==> src/rtl/uart_rx.sv <==
// ---------------------------------------------------------------------------
// uart_rx : UART receiver clocked by clk, paced by a 16x oversampling tick.
//   Samples the synchronised serial line at mid-bit, deserialises LSB-first
//   frames, optionally checks parity and validates the stop bit.
//
// Ports
//   clk        in   system clock
//   rst_n      in   asynchronous active-low reset
//   rx         in   serial line (idle high), asynchronous to clk
//   s_tick     in   oversampling tick, one clk wide
//   rx_data    out  last received word (DBIT bits)
//   rx_done    out  one-clk pulse when a frame completes
//   frame_err  out  stop bit sampled low on the last frame
//   parity_err out  parity mismatch on the last frame
//   busy       out  high whenever the receiver is not idle
//
// state  | meaning
// IDLE   | waiting for rx_s low (checked every clk, not gated by s_tick)
// START  | counting to the middle of the start bit, rejecting glitches
// DATA   | sampling DBIT data bits, one per NUM_TICKS ticks
// PARITY | sampling the parity bit
// STOP   | waiting SB_TICK ticks, then sampling the stop bit and reporting
// ---------------------------------------------------------------------------
module uart_rx #(
   parameter int DBIT       = 8,
   parameter int NUM_TICKS  = 16,
   parameter int SB_TICK    = 16,
   parameter int PARITY_EN  = 0,
   parameter int PARITY_ODD = 0
) (
   input  logic            clk,
   input  logic            rst_n,
   input  logic            rx,
   input  logic            s_tick,
   output logic [DBIT-1:0] rx_data,
   output logic            rx_done,
   output logic            frame_err,
   output logic            parity_err,
   output logic            busy
);

   localparam int S_MAX = (NUM_TICKS > SB_TICK) ? NUM_TICKS : SB_TICK;
   localparam int S_W   = (S_MAX > 1) ? $clog2(S_MAX) : 1;
   localparam int N_W   = (DBIT > 1) ? $clog2(DBIT) : 1;

   localparam logic [S_W-1:0] S_MID      = S_W'(NUM_TICKS / 2 - 1);
   localparam logic [S_W-1:0] S_BIT_LAST = S_W'(NUM_TICKS - 1);
   localparam logic [S_W-1:0] S_SB_LAST  = S_W'(SB_TICK - 1);
   localparam logic [N_W-1:0] N_LAST     = N_W'(DBIT - 1);
   localparam logic           PAR_EN     = (PARITY_EN != 0);
   localparam logic           PAR_ODD    = (PARITY_ODD != 0);

   localparam logic [2:0] IDLE   = 3'd0;
   localparam logic [2:0] START  = 3'd1;
   localparam logic [2:0] DATA   = 3'd2;
   localparam logic [2:0] PARITY = 3'd3;
   localparam logic [2:0] STOP   = 3'd4;

   logic            rx_meta_q, rx_s_q;
   logic [2:0]      state_q, state_d;
   logic [S_W-1:0]  s_q, s_d;
   logic [N_W-1:0]  n_q, n_d;
   logic [DBIT-1:0] b_q, b_d;
   logic            p_q, p_d;
   logic [DBIT-1:0] rx_data_q, rx_data_d;
   logic            rx_done_q, rx_done_d;
   logic            frame_err_q, frame_err_d;
   logic            parity_err_q, parity_err_d;

   always_comb begin
      state_d      = state_q;
      s_d          = s_q;
      n_d          = n_q;
      b_d          = b_q;
      p_d          = p_q;
      rx_data_d    = rx_data_q;
      rx_done_d    = 1'b0;
      frame_err_d  = frame_err_q;
      parity_err_d = parity_err_q;

      case (state_q)
         IDLE: begin
            if (!rx_s_q) begin
               state_d = START;
               s_d     = '0;
            end
         end
         START: begin
            if (s_tick) begin
               if (s_q == S_MID) begin
                  if (!rx_s_q) begin
                     state_d = DATA;
                     s_d     = '0;
                     n_d     = '0;
                  end else begin
                     // start bit vanished before mid-point: treat as a glitch
                     state_d = IDLE;
                  end
               end else begin
                  s_d = s_q + 1'b1;
               end
            end
         end
         DATA: begin
            if (s_tick) begin
               if (s_q == S_BIT_LAST) begin
                  s_d = '0;
                  b_d = {rx_s_q, b_q[DBIT-1:1]};
                  if (n_q == N_LAST) begin
                     state_d = PAR_EN ? PARITY : STOP;
                  end else begin
                     n_d = n_q + 1'b1;
                  end
               end else begin
                  s_d = s_q + 1'b1;
               end
            end
         end
         PARITY: begin
            if (s_tick) begin
               if (s_q == S_BIT_LAST) begin
                  p_d     = rx_s_q;
                  s_d     = '0;
                  state_d = STOP;
               end else begin
                  s_d = s_q + 1'b1;
               end
            end
         end
         STOP: begin
            if (s_tick) begin
               if (s_q == S_SB_LAST) begin
                  rx_data_d    = b_q;
                  frame_err_d  = ~rx_s_q;
                  parity_err_d = PAR_EN & (((^b_q) ^ p_q) != PAR_ODD);
                  rx_done_d    = 1'b1;
                  state_d      = IDLE;
               end else begin
                  s_d = s_q + 1'b1;
               end
            end
         end
         default: begin
            state_d = IDLE;
         end
      endcase
   end

   always_ff @(posedge clk or negedge rst_n) begin
      if (!rst_n) begin
         rx_meta_q    <= 1'b1;
         rx_s_q       <= 1'b1;
         state_q      <= IDLE;
         s_q          <= '0;
         n_q          <= '0;
         b_q          <= '0;
         p_q          <= 1'b0;
         rx_data_q    <= '0;
         rx_done_q    <= 1'b0;
         frame_err_q  <= 1'b0;
         parity_err_q <= 1'b0;
      end else begin
         rx_meta_q    <= rx;
         rx_s_q       <= rx_meta_q;
         state_q      <= state_d;
         s_q          <= s_d;
         n_q          <= n_d;
         b_q          <= b_d;
         p_q          <= p_d;
         rx_data_q    <= rx_data_d;
         rx_done_q    <= rx_done_d;
         frame_err_q  <= frame_err_d;
         parity_err_q <= parity_err_d;
      end
   end

   assign rx_data    = rx_data_q;
   assign rx_done    = rx_done_q;
   assign frame_err  = frame_err_q;
   assign parity_err = parity_err_q;
   assign busy       = (state_q != IDLE);

endmodule

==> config.mk <==
export PLATFORM = sky130hd
export DESIGN_NAME = uart_rx
export DESIGN_NICKNAME = d
export VERILOG_FILES = /design/src/rtl/uart_rx.sv
export SDC_FILE = /design/constraint.sdc
export NUM_CORES = 1
export LEC_CHECK = 0
export ABC_AREA = 1
export CORE_ASPECT_RATIO = 2
export CORE_MARGIN = 10
export CORE_UTILIZATION = 51
export DETAILED_ROUTE_END_ITERATION = 10
export GPL_ROUTABILITY_DRIVEN = 0
export MAX_ROUTING_LAYER = met4
export PLACE_DENSITY = 0.75
export SYNTH_ARGS = -nofsm -noshare
export SYNTH_HDL_FRONTEND = slang
export SYNTH_SLANG_ARGS = --single-unit
==> constraint.sdc <==
create_clock -name clk -period 1.6 [get_ports clk]
set_clock_uncertainty 0.2 [all_clocks]
set_input_delay 0.16 -clock clk [delete_from_list [all_inputs] [get_ports clk]]
set_output_delay 0.16 -clock clk [all_outputs]
set_load 0.01 [all_outputs]
Word level (Yosys, flattened, before mapping)
Cells that the tools add are included.
{ "totals": {"word_cells": 73, "inputBits": 4, "out_inout_bits": 12, "regBits": 30} }
{ "op_classes": {"n_reduce_logical": 10, "bitwise": 1, "add_sub_neg": 2, "mux": 30, "eq_ne": 21} }
{ "op_table": {"columns": ["cell", "count"], "rows": [
  ["two-way mux 3 bit", 16],
  ["two-way mux 4 bit", 7],
  ["!= test 2 bit (second input constant)", 13],
  ["one-hot mux 4 bit (4 select lines)", 1],
  ["one-hot mux 3 bit (5 select lines)", 1],
  ["AND reduction 10 bit", 1],
  ["AND reduction 7 bit", 1],
  ["equality test 3 x 2 -> 1 bit (second input constant)", 2],
  ["equality test 3 bit (second input constant)", 2],
  ["one-hot mux 3 bit (2 select lines)", 1],
  ["AND reduction 3 bit", 2],
  ["AND reduction 5 bit", 1],
  ["adder 4 x 1 -> 4 bit (second input constant)", 1],
  ["equality test 4 x 3 -> 1 bit (second input constant)", 1],
  ["equality test 4 bit (second input constant)", 1],
  ["nonzero test 4 bit", 1],
  ["adder 3 x 1 -> 3 bit (second input constant)", 1],
  ["equality test 3 x 1 -> 1 bit (second input constant)", 1],
  ["zero test 3 bit", 1],
  ["two-way mux 1 bit", 3],
  ["nonzero test 3 bit", 1],
  ["two-way mux 2 bit", 1],
  ["!= test 2 x 1 -> 1 bit (second input constant)", 1],
  ["nonzero test 2 bit", 1],
  ["2 further kinds", 2]
]} }

Logic depth before layout (Yosys ltp)
{ "depth": {"word_depth": 5, "ltp_mapped": 10, "ltp_nobuf": 10} }

Worst setup path before layout
No wires, ideal clock.
{ "synth_path": {"kind": "register to register", "start": "register s_q[0]", "end": "register state_q[2]", "setup_slack_ns": -0.048, "synth_period_minus_slack_ns": 1.648, "path_buffers": 0, "t_arrival_ns": 1.331, "setup_ns": 0.117, "required_ns": 1.283, "stages_incl_launch_ff": 11, "path_cell_list": "dfrtp_1 > ha_1 > nand2_2 > nor2_4 > inv_2 > nand2_1 > nand2_1 > nor2_2 > nand2_2 > nand2_1 > nand2_1"} }
{ "synth_via": {"elab_chain_cells": 3, "elab_cells_between_ends": 7, "cone_classes": "6 x eq/ne; 1 x reduce/logical"} }
{ "synth_lines": {"columns": ["element", "line", "rtl"], "rows": [
  ["start, declared", "61", "logic [S_W-1:0] s_q, s_d;"],
  ["start signal, assigned", "154", "s_q <= '0;"],
  ["start signal, assigned", "166", "s_q <= s_d;"],
  ["equality test 4 bit or equality test 4 x 3 -> 1 bit (tied branches)", null, null],
  ["!= test 2 bit (no line)", null, null],
  ["AND reduction 10 bit (no line) (*)", null, null],
  ["end signal, assigned", "165", "state_q <= state_d;"],
  ["end, declared", "60", "logic [2:0] state_q, state_d;"]
]} }
Every way passes the cells marked *; elsewhere a longest branch is shown, timed or not.
A chain may end at the register's enable or synchronous reset.

Final worst setup path
{ "layout_path": {"start": "register state_q[1]", "end": "register s_q[3]"} }
{ "layout_via": {"elab_chain_cells": 4, "elab_cells_between_ends": 13, "cone_classes": "8 x eq/ne; 1 x mux; 4 x reduce/logical"} }
{ "layout_lines": {"columns": ["element", "line", "rtl"], "rows": [
  ["equality test 3 x 2 -> 1 bit", "81", "case (state_q)"],
  ["OR reduction 2 bit (no line)", null, null],
  ["!= test 2 x 1 -> 1 bit (no line) or nonzero test 4 bit (tied branches)", null, null],
  ["AND reduction 5 bit (no line)", null, null]
]} }
Several ways; a longest one is shown, not always the timed one.

==> results_dict.tcl <==
set metrics [dict create \
    status "complete, but fails checks" \
    violations "negative setup slack" \
    critPathMostFrequentCell "nand2_2" \
    startpoint "state_q[1]" \
    start_util 0.522 \
    synthTopCellsByCount "nand2_1, dfrtp_1, inv_1" \
    start_kind "flip-flop" \
    drive_gt1_frac 0.352 \
    period_share 1.03 \
    wl_mm 4.19 \
    clk_latency_ns 0.29 \
    worstHoldPathType "in2async" \
    switchingPower_w 0.00149 \
    n_antenna_cell 0 \
    drtIter0Drc 47 \
    power_leakage_nw 1.08 \
    htreeDepth 2 \
    wl_per_cell_um 14.9 \
    io_buffers 14 \
    r2r-end "s_q[3]" \
    worstPathRequired_ns 1.61 \
    ys_seq_elements 30 \
    vdd_drop_max_mv 1.10 \
    p_int_w 0.00196 \
    setup_ws_ns -0.0511 \
    ctsHoldBuffers 0 \
    yosysSeqAreaShare 0.457 \
    rr_worst_depth 8 \
    ys_async_sr_fraction 1.00 \
    placed_cells 268 \
    clock-sinks 30 \
    drv_cap 0 \
    criticalPathCategory "reg2reg" \
    grt_pass1_wl_mm 6.41 \
    holdWs_ns 0.0565 \
    max_stage_delay_ns 0.41 \
    rsz0062_at_grt "yes" \
    cpLargestDelayFamily "simple AND/OR/NAND/NOR gates" \
    netlist_instances 203 \
    cts_tree "done" \
    synth_edf_count 0 \
    synth_nets 210 \
    yosysWarnings 0 \
    grt_antenna_before_repair 0 \
    overflow 0 \
    synth_area_leaders "dfrtp_1, nand2_1, inv_1, o21ai_2, nand3_1" \
    setup_viol 7 \
    clk_pin_slew_ns 0.07 \
    cts_buffers 5 \
    std_cell_rows 29 \
    die_w_um 60.2 \
    syn_to_final_growth_pct 34.3 \
    end_kind "flip-flop" \
    synth_top_area_cell "dfrtp_1" \
    grt_pass1_vias 1453 \
    nets 256 \
    drc 0 \
    ys.flop_type "dfrtp_1" \
    power_density_nw_per_um2 1560 \
    hpwl_mm 2.83 \
    vias 1489 \
    swShare 0.431 \
    io_pins 16 \
    syn_area_um2 1650 \
    worstPathCellList "inv_2 > nand2_2 > nor2_4 > nand2_2 > buf_4 > nand3_1 > nand2_2 > a21oi_2" \
    dr.pass1.iters 4 \
    die-area_um2 6050 \
    seqPwrFrac 0.282 \
    synth_cell_types 27 \
    path_buf_inv 2 \
    cts-root-buf "clkbuf_8" \
    clockBufferDepth 2 \
    grt_start_max_net_pins 31 \
    power_w 0.00345 \
    fin_crit_ns 1.65 \
    synth_top_area_frac 0.425 \
    cpMaxStageDelayCell "dfrtp_1" \
    crit_end "s_q[3]" \
    core_area_um2 3160 \
    ant_nets 0 \
    arrival_ns 1.66 \
    avgSynthCellArea_um2 8.12 \
    combPwrFrac 0.549 \
    layout.cells.non_filler 281 \
    report.final.slew_viol_count 0 \
    synth_most_common_cell "nand2_1" \
    finalHoldViolations 0 \
    via_per_inst 5.30 \
    power_frac_clock 0.169 \
    r2r-start "state_q[1]" \
    grt_usage 0.140 \
    fmax_mhz 606 \
    crit_fanout 7 \
    r2r_slack_ns -0.05 \
    fp.dieH_um 100 \
    cp.depth 8 \
]
## flip-flops by register name, summed over array words and instances (netlist names)
signal,count
s_q,4
rx_meta_q,1
n_q,3
rx_data,8
b_q,8
rx_done,1
state_q,3
rx_s_q,1
frame_err,1
## timing repair
action | 4_1_cts | 5_1_grt
setup endpoints to repair | 23 | 27
setup buffers | 2 | 2
pin swaps | 5 | 10
cloned | 0 | 1
resized for setup | 11 | 25
## how the worst min path moves through the flow
| stage | to | slack, ns |
|---|---|---|
| after global placement | rx_s_q | 0.15 |
| final | rx_data[1] | 0.06 |
| after global routing | rx_meta_q | 0.08 |
| after CTS | rx_data[1] | 0.06 |
| after floorplan | b_q[0] | -0.34 |
| after detailed placement | rx_s_q | 0.15 |
## kinds of logic (layout without fill, tap and decap cells)
group	after synthesis	in the layout	synth area share
and+or+nand+nor	113	114	0.338
buffers and inverters	30	76	0.0812
adders and majority gates	3	3	0.0228
other	1	1	0.00227
DFF	30	30	0.457
AOI/OAI and AO/OA	26	26	0.0994
## final cells by class
cell class | instances | area [µm²]
Fill cell | 237 | 942
Multi-Input combinational cell | 144 | 886
Sequential cell | 30 | 754
Timing Repair Buffer | 42 | 349
Inverter | 26 | 104
Clock buffer | 6 | 72.6
Tap cell | 31 | 38.8
Clock inverter | 2 | 10.0
## metrics by stage
step                      TNS [ns]  cell area [µm²]  utilization  setup WS, ns
after floorplan             -0.177             1650            -       -0.0438
after global placement       -1.17             1980        0.626        -0.161
after detailed placement     -1.73             1980        0.626        -0.185
after CTS                   -0.323             2100        0.665       -0.0478
after global routing         -1.06             2210        0.702        -0.135
final                       -0.202             2210        0.702       -0.0511
## layer usage
metal / track usage / wire length [µm] / share of wire / vias to the layer above
met4: 0.0729 / 173 / 0.041 / 0
met5: - / 0 / 0 / -
li1: - / - / - / 736
met2: 0.249 / 2360 / 0.56 / 35
met3: 0.0341 / 180 / 0.043 / 15
met1: 0.129 / 1480 / 0.35 / 703
## power groups by stage
| stage | sequential, W | combinational (W) | clock [W] |
|---|---|---|---|
| 6_report | 0.000972 | 0.00190 | 0.000583 |
| 5_1_grt | 0.000987 | 0.00207 | 0.000625 |
| 4_1_cts | 0.000960 | 0.00164 | 0.000591 |
| 3_5_place_dp | 0.000968 | 0.00156 | 0 |
| 3_3_place_gp | 0.000966 | 0.00155 | 0 |
| 2_1_floorplan | 0.000977 | 0.000915 | 0 |
## layout by cell type, fill, tap and decap left out, drive strengths merged, types with 4 or more instances in the layout
cell           count
buf               28
clkbuf             7
clkdlybuf4s50     13
dfrtp             28
inv               25
nand2             78
nand3             15
nand3b             4
nor2              13
o21ai             23
## worst reg2reg max path, stage by stage (launching register included)
cell	delay (ns)
dfrtp_1	0.41
inv_2	0.09
nand2_2	0.07
nor2_4	0.25
nand2_2	0.14
buf_4	0.16
nand3_1	0.07
nand2_2	0.07
a21oi_2	0.13
Note: power is estimated with default switching activity, not from simulation.
